[src/rtl/ex_mem_reg.sv]
// ex_mem_reg: EX/MEM pipeline register for the five-stage OpenMIPS core.
// Latches the EX result bundle once per cycle and presents it to MEM.
// Inserts a NOP bubble when EX stalls while MEM proceeds, and holds the
// partial madd/msub accumulator (hilo) and step count (cnt) for EX across
// that bubble.
// Optional feature: define EXMEM_PERF_CNT_EN to add the 32-bit bubble_cnt
// performance counter and its output port.

module ex_mem_reg (
  input  logic        clk,
  input  logic        rst,
  input  logic [5:0]  stall,
  input  logic        flush,
  input  logic [4:0]  ex_wd,
  input  logic        ex_wreg,
  input  logic [31:0] ex_wdata,
  input  logic [31:0] ex_hi,
  input  logic [31:0] ex_lo,
  input  logic        ex_whilo,
  input  logic [63:0] hilo_i,
  input  logic [1:0]  cnt_i,
  output logic [4:0]  mem_wd,
  output logic        mem_wreg,
  output logic [31:0] mem_wdata,
  output logic [31:0] mem_hi,
  output logic [31:0] mem_lo,
  output logic        mem_whilo,
  output logic [63:0] hilo_o,
`ifdef EXMEM_PERF_CNT_EN
  output logic [31:0] bubble_cnt,
`endif
  output logic [1:0]  cnt_o
);

  // Only the EX (bit 3) and MEM (bit 4) stall bits matter here.
  logic w_unused_stall;
  assign w_unused_stall = ^{stall[5], stall[2:0]};

  // Bubble: EX is stalled but MEM keeps going, so MEM must see a NOP.
  // Advance: both stages move. Any other stall combination is a hold
  // (stall[3]=0 with stall[4]=1 is illegal and treated as a hold too).
  logic w_bubble;
  logic w_advance;
  assign w_bubble  = stall[3] & ~stall[4];
  assign w_advance = ~stall[3] & ~stall[4];

  logic [4:0]  r_wd;
  logic        r_wreg;
  logic [31:0] r_wdata;
  logic [31:0] r_hi;
  logic [31:0] r_lo;
  logic        r_whilo;
  logic [63:0] r_hilo;
  logic [1:0]  r_cnt;

  // Pipeline register update: reset, then flush, bubble, advance, hold.
  always_ff @(posedge clk or posedge rst) begin
    if (rst) begin
      r_wd    <= 5'd0;
      r_wreg  <= 1'b0;
      r_wdata <= 32'd0;
      r_hi    <= 32'd0;
      r_lo    <= 32'd0;
      r_whilo <= 1'b0;
      r_hilo  <= 64'd0;
      r_cnt   <= 2'd0;
    end else if (flush) begin
      r_wd    <= 5'd0;
      r_wreg  <= 1'b0;
      r_wdata <= 32'd0;
      r_hi    <= 32'd0;
      r_lo    <= 32'd0;
      r_whilo <= 1'b0;
      r_hilo  <= 64'd0;
      r_cnt   <= 2'd0;
    end else if (w_bubble) begin
      // MEM gets a NOP; the madd/msub intermediate is carried for EX.
      r_wd    <= 5'd0;
      r_wreg  <= 1'b0;
      r_wdata <= 32'd0;
      r_hi    <= 32'd0;
      r_lo    <= 32'd0;
      r_whilo <= 1'b0;
      r_hilo  <= hilo_i;
      r_cnt   <= cnt_i;
    end else if (w_advance) begin
      r_wd    <= ex_wd;
      r_wreg  <= ex_wreg;
      r_wdata <= ex_wdata;
      r_hi    <= ex_hi;
      r_lo    <= ex_lo;
      r_whilo <= ex_whilo;
      r_hilo  <= 64'd0;
      r_cnt   <= 2'd0;
    end else begin
      r_wd    <= r_wd;
      r_wreg  <= r_wreg;
      r_wdata <= r_wdata;
      r_hi    <= r_hi;
      r_lo    <= r_lo;
      r_whilo <= r_whilo;
      r_hilo  <= r_hilo;
      r_cnt   <= r_cnt;
    end
  end

  assign mem_wd    = r_wd;
  assign mem_wreg  = r_wreg;
  assign mem_wdata = r_wdata;
  assign mem_hi    = r_hi;
  assign mem_lo    = r_lo;
  assign mem_whilo = r_whilo;
  assign hilo_o    = r_hilo;
  assign cnt_o     = r_cnt;

`ifdef EXMEM_PERF_CNT_EN
  logic [31:0] r_bubble_cnt;

  // Count bubble cycles; flush suppresses the count, only rst clears it.
  always_ff @(posedge clk or posedge rst) begin
    if (rst) begin
      r_bubble_cnt <= 32'd0;
    end else if (!flush && w_bubble) begin
      r_bubble_cnt <= r_bubble_cnt + 32'd1;
    end else begin
      r_bubble_cnt <= r_bubble_cnt;
    end
  end

  assign bubble_cnt = r_bubble_cnt;
`endif

endmodule

[config.mk]
export PLATFORM = sky130hd
export DESIGN_NAME = ex_mem_reg
export DESIGN_NICKNAME = d
export VERILOG_FILES = /design/src/rtl/ex_mem_reg.sv
export SDC_FILE = /design/constraint.sdc
export NUM_CORES = 1
export LEC_CHECK = 0
export BUFFER_PORTS_ARGS = -buffer_cell sky130_fd_sc_hd__buf_2
export CAP_MARGIN = 30
export CORE_MARGIN = 2
export CORE_UTILIZATION = 30
export CTS_CLUSTER_DIAMETER = 80
export CTS_CLUSTER_SIZE = 14
export DETAILED_ROUTE_END_ITERATION = 7
export GPL_TIMING_DRIVEN = 1
export PLACE_DENSITY = 0.57
export SETUP_SLACK_MARGIN = 0.3
export SYNTH_ARGS = -nofsm -noshare
export SYNTH_HDL_FRONTEND = slang
export SYNTH_SLANG_ARGS = --single-unit
[constraint.sdc]
create_clock -name clk -period 8.83 [get_ports clk]
set_input_delay 1.3245 -clock clk [delete_from_list [all_inputs] [get_ports clk]]
set_output_delay 1.3245 -clock clk [all_outputs]
set_load 0.02 [all_outputs]
==> impl_metrics.env, run 1 <==
export IMPL_status="completed"
export IMPL_p_switching_uw=486
export IMPL_fin_area_um2=9360
export IMPL_antenna_found_initial=2
export IMPL_rsz0062_at_grt="false"
export IMPL_antenna_left=0
export IMPL_drive_above_1_share_pct=47.4
export IMPL_hold_viol=0
export IMPL_power_frac_comb_pct=12.1
export IMPL_p_sw_share_pct=26.5
export IMPL_rows=55
export IMPL_syn_cell_area_um2=6880
export IMPL_clock_sinks=169
export IMPL_drt_iter0_drc=453
export IMPL_grt_max_degree=96
export IMPL_final_util_pct=41.5
export IMPL_wl_per_cell_um=18.9
export IMPL_detailed_place_hpwl_um=13700
export IMPL_finalMaxSlewViolations=0
export IMPL_maxSlewHeadroom_pct=38.6
export IMPL_hold_depth=1
export IMPL_dp_cells=1078
export IMPL_grt_use_total_pct=16.7
export IMPL_dr_pass1_iters=5
export IMPL_fp_dieH_um=155
export IMPL_path_class="in -> reg"
export IMPL_die_w_um=155
export IMPL_setup_tns_final_ns=0
export IMPL_drc=0
export IMPL_worstReg2RegEnd="mem_hi[1]"
export IMPL_drv_cap=0
export IMPL_postSynthNetCount=682
export IMPL_p_total_mw=1.84
export IMPL_postCtsHoldBufs=0
export IMPL_cts_htree_levels=4
export IMPL_via_count=5676
export IMPL_yosysWarnings=0
export IMPL_gr_total_overflow=0
export IMPL_synth_cells=504
export IMPL_path_cells="buf_4, buf_4, buf_16, nor2b_4, buf_4, a32o_1"
export IMPL_max_stage_delay_ns=0.69
export IMPL_period_share_pct=33.7
export IMPL_cts_buffers=17
export IMPL_r2r_start="mem_hi[1]"
export IMPL_p_clk_share_pct=43.4
export IMPL_r2r_cells=1
export IMPL_grt_pass1_wl_um=31800
export IMPL_leakage_nw=4.81
export IMPL_synth_distinct_cells=15
export IMPL_required_ns=9.17
export IMPL_holdWs_ns=0.483
export IMPL_die_area_um2=24200
export IMPL_synth_seq_area_share_pct=61.5
export IMPL_viasPerCell=5.11
export IMPL_grt_pass1_vias=5581
export IMPL_dp_slack_ns=5.43
export IMPL_fmax_mhz=336
export IMPL_setup_viol=0
export IMPL_layout_cells_non_filler=1111
export IMPL_slowest_stage="buf_4"
export IMPL_clock_root_buffer="clkbuf_16"
export IMPL_cts_tree="yes"
export IMPL_setup_ws_ns=5.86
export IMPL_coreArea_um2=22600
export IMPL_layout_commonest_cell="buf_2"
export IMPL_final_nets=990
export IMPL_gp_congestion=0.741
export IMPL_seqPwrFrac_pct=44.4
export IMPL_crit_fanout=84
export IMPL_portBuffers=342
export IMPL_period_minus_slack_ns=2.97
export IMPL_r2r_setup_slack_ns=8.10
export IMPL_syn_to_final_growth_pct=36.1
export IMPL_layout_common_cells="buf_2, dfrtp_1, a32o_1"
export IMPL_fill_cells=2253
export IMPL_p_int_mw=1.35
export IMPL_powerDensity_nw_per_um2=196
export IMPL_path_clk_slew_ns=0.07
export IMPL_clkLatencyLatePin_ns=0.42
export IMPL_post_cts_buffers=0
export IMPL_ys_seq_elements=169
export IMPL_worstSetupStartpoint="stall[4]"
export IMPL_end_kind="flip-flop"
export IMPL_ir_drop_mv=0.105
export IMPL_hp_class="reg -> reg"
export IMPL_detail_route_wirelength_um=21000
export IMPL_start_util_pct=30.5
export IMPL_crit_path_frequent_cell="buf_4"
export IMPL_worst_pin_slew_ns=0.920
export IMPL_arrival_ns=3.32
export IMPL_endpoint="mem_wdata[30]"
export IMPL_synth_avg_cell_area_um2=13.6
export IMPL_io_pins=347
export IMPL_skew_ns=0
export IMPL_crit_path_start_kind="primary input"
export IMPL_postCtsResizedCells=0
export IMPL_place_area_um2=8730
export IMPL_cts_buffer_depth=2
-- sequential cells by signal (all words and copies together) (netlist names) --
| register | cells |
|---|---|
| hilo_o | 64 |
| mem_hi | 32 |
| mem_lo | 32 |
| mem_wdata | 32 |
| mem_wd | 5 |
| cnt_o | 2 |
| mem_whilo | 1 |
| mem_wreg | 1 |
-- worst min-delay path by stage --
stage / end / startpoint / slack (ns)
CTS: mem_wd[4] / mem_wd[4] / 0.49
floorplan: hilo_o[58] / hilo_o[58] / 0.61
finish: mem_hi[31] / mem_hi[31] / 0.48
global route: hilo_o[3] / hilo_o[3] / 0.49
global placement: hilo_o[50] / hilo_o[50] / 0.47
detailed placement: mem_hi[31] / mem_hi[31] / 0.48
-- worst max-delay path: cells and delay by family --
kind	cells	cell delay (ns)
buffers and inverters	4	1.50
AOI/OAI and AO/OA	1	0.21
and+or+nand+nor	1	0.19
-- metal layers --
layer | vias up | global-route usage [%] | share of wire (%)
met5 | - | 0 | 0
met4 | 0 | 6.25 | 2.0
met3 | 23 | 4.74 | 7.8
met2 | 238 | 27.7 | 49
met1 | 2829 | 20.8 | 41
li1 | 2586 | - | -
-- power by group through the flow --
stage,clock network [mW],logic [mW],registers [mW]
3_3_place_gp,0,0.221,0.830
4_1_cts,0.823,0.228,0.816
3_5_place_dp,0,0.228,0.831
5_1_grt,0.858,0.243,0.820
2_1_floorplan,0,0.0956,0.869
6_report,0.799,0.223,0.817
-- area by class of cell --
cell class              count  area [µm²]  share of cell area (%)
inverters                   3        16.3                   0.174
flip-flops and latches    169        4230                    45.2
multi-input cells         268        2270                    24.2
clock buffers              19         443                    4.73
well taps                 285         357                    3.81
repair buffers            353        1860                    19.9
clock inverters            13         183                    1.95
diodes                      1        2.50                  0.0267
-- synthesized netlist by cell type (all sizes together) --
library cell | number | share of area [%]
buf | 51 | 4.9
inv | 3 | 0.16
a32o | 159 | 23
a21oi | 10 | 0.73
clkbuf | 13 | 0.71
nor2b | 77 | 7.1
nand3b | 10 | 1.1
nand2 | 10 | 0.55
nor2 | 2 | 0.15
dfrtp | 169 | 61
-- cell families after synthesis --
kind of cell,synth area share [%]
buffers and inverters,5.77
and+or+nand+nor,8.89
AOI/OAI and AO/OA,23.9
DFF,61.5
Note: power is estimated with default switching activity, not from simulation.
==> inputs of run 2 (changes only) <==
- PLACE_DENSITY: 0.57 -> 0.59
- clock period: 8.83 -> 2.4 ns (I/O delays scaled with it)
==> run 2 against run 1 <==
Against the previous run:
- worst setup slack worse by 4.8 ns
- non-clock buffer count rose by 11
- wire length rose by 0.84%
- register-to-register slack got worse by 6.4 ns
- first-iteration DRC count fell by 17%
- die area stayed put
- clock skew is the same
- sequential power grew to 3.7 times the previous value
- combinational power grew to 3.8 times the previous value
- sequential cell count is the same
- critical path depth decreased by 5
- final cell count up 1.1%
- largest power group unchanged
==> impl_metrics.env, run 2 (same netlist as run 1, synthesis figures left out) <==
export IMPL_fill_cells=2184
export IMPL_period_minus_slack_ns=1.36
export IMPL_endpoint="mem_wdata[21]"
export IMPL_path_buf_inv=1
export IMPL_antenna_found_initial=2
export IMPL_crit_family="flip-flops"
export IMPL_path_cells="buf_2"
export IMPL_r2r_setup_slack_ns=1.65
export IMPL_layout_cells_non_filler=1123
export IMPL_cp_num_cells=1
export IMPL_gp_congestion=0.749
export IMPL_slowest_stage="dfrtp_1"
export IMPL_dp_cells=1089
export IMPL_p_total_mw=6.48
export IMPL_fmax_mhz=738
export IMPL_final_nets=1001
export IMPL_wl_per_cell_um=18.8
export IMPL_finalMaxSlewViolations=0
export IMPL_hold_viol=0
export IMPL_skew_ns=0
export IMPL_postCtsResizedCells=0
export IMPL_cts_tree="yes"
export IMPL_fp_dieH_um=155
export IMPL_die_area_um2=24200
export IMPL_worstReg2RegEnd="mem_wdata[21]"
export IMPL_leakage_nw=4.83
export IMPL_maxSlewHeadroom_pct=49.7
export IMPL_die_w_um=155
export IMPL_r2r_cells=1
export IMPL_setup_viol=0
export IMPL_cts_buffer_depth=2
export IMPL_largest_reg_flops=64
export IMPL_grt_pass1_vias=5750
export IMPL_portBuffers=342
export IMPL_setup_tns_final_ns=0
export IMPL_arrival_ns=1.00
export IMPL_grt_pass1_wl_um=32400
export IMPL_ir_drop_mv=0.365
export IMPL_clock_sinks=169
export IMPL_io_pins=347
export IMPL_viasPerCell=5.11
export IMPL_cts_buffers=17
export IMPL_start_util_pct=30.5
export IMPL_hp_class="in -> async"
export IMPL_path_class="reg -> out"
export IMPL_coreArea_um2=22600
export IMPL_clkLatencyLatePin_ns=0.42
export IMPL_period_share_pct=56.5
export IMPL_worstSetupStartpoint="mem_wdata[21]"
export IMPL_drv_cap=0
export IMPL_via_count=5744
export IMPL_drc=0
export IMPL_antenna_left=0
export IMPL_rows=55
export IMPL_detail_route_wirelength_um=21200
export IMPL_layout_common_cells="buf_2, dfrtp_1, a32o_1"
export IMPL_grt_use_total_pct=17.0
export IMPL_drive_above_1_share_pct=48.1
export IMPL_gr_total_overflow=0
export IMPL_worst_pin_slew_ns=0.753
export IMPL_max_stage_delay_ns=0.41
export IMPL_path_clk_slew_ns=0.07
export IMPL_grt_max_degree=94
export IMPL_powerDensity_nw_per_um2=688
export IMPL_layout_commonest_cell="buf_2"
export IMPL_status="completed"
export IMPL_detailed_place_hpwl_um=14200
export IMPL_crit_path_start_kind="flip-flop"
export IMPL_final_util_pct=41.7
export IMPL_syn_to_final_growth_pct=36.9
export IMPL_drt_iter0_drc=376
export IMPL_clock_root_buffer="clkbuf_16"
export IMPL_cts_htree_levels=4
export IMPL_required_ns=2.04
export IMPL_post_cts_buffers=0
export IMPL_dr_pass1_iters=7
export IMPL_r2r_start="mem_wdata[21]"
export IMPL_crit_fanout=2
export IMPL_rsz0062_at_grt="false"
export IMPL_postCtsHoldBufs=0
export IMPL_end_kind="output port"
[run 2: cell count changes in the layout (fill, tap and decap cells not counted), sizes merged]
cell and delta:
buf +11, bufinv -3, clkbuf -1, clkinvlp +4, diode +1
[run 2: area by class of cell]
| type | instances | area [µm²] | share of cell area, % |
|---|---|---|---|
| Inverter | 3 | 15.0 | 0.159 |
| Timing Repair Buffer | 364 | 1980 | 21.0 |
| Tap cell | 285 | 357 | 3.79 |
| Sequential cell | 169 | 4230 | 44.9 |
| Clock inverter | 14 | 135 | 1.43 |
| Clock buffer | 18 | 429 | 4.56 |
| Multi-Input combinational cell | 268 | 2270 | 24.1 |
| Antenna cell | 2 | 5.00 | 0.0531 |
[run 2: stage by stage]
step / hold slack (ns) / setup WS [ns] / area (µm²)
final: 0.0686 / 1.04 / 9420
after CTS: 0.0867 / 1.01 / 9420
after floorplan: 0.519 / -0.115 / 6880
after global placement: 0.470 / 0.479 / 8830
after global routing: 0.0845 / 0.967 / 9420
after detailed placement: 0.476 / 0.600 / 8850
[run 2: how the worst min path moves through the flow]
stage                           from          to  slack, ns  cells after the start
final                            rst   hilo_o[5]       0.07                      2
after global routing             rst   hilo_o[5]       0.08                      2
after CTS                        rst   hilo_o[5]       0.09                      2
after detailed placement  hilo_o[38]  hilo_o[38]       0.48                      1
after global placement    hilo_o[12]  hilo_o[12]       0.47                      1
after floorplan           hilo_i[58]  hilo_o[58]       0.52                      2
[run 2: report_power, final]
part           internal [mW]  switching [mW]  total [mW]
registers               2.95          0.0530        3.01
logic                  0.334           0.508       0.843
clock network           1.37            1.26        2.64
total                   4.66            1.82        6.48
[run 2: per-layer routing]
layer	vias up	track usage (%)	part of all wire, %
li1	2610	-	-
met5	-	0	0
met2	268	27.8	48
met1	2845	21.1	41
met4	0	5.64	1.8
met3	21	5.88	8.7
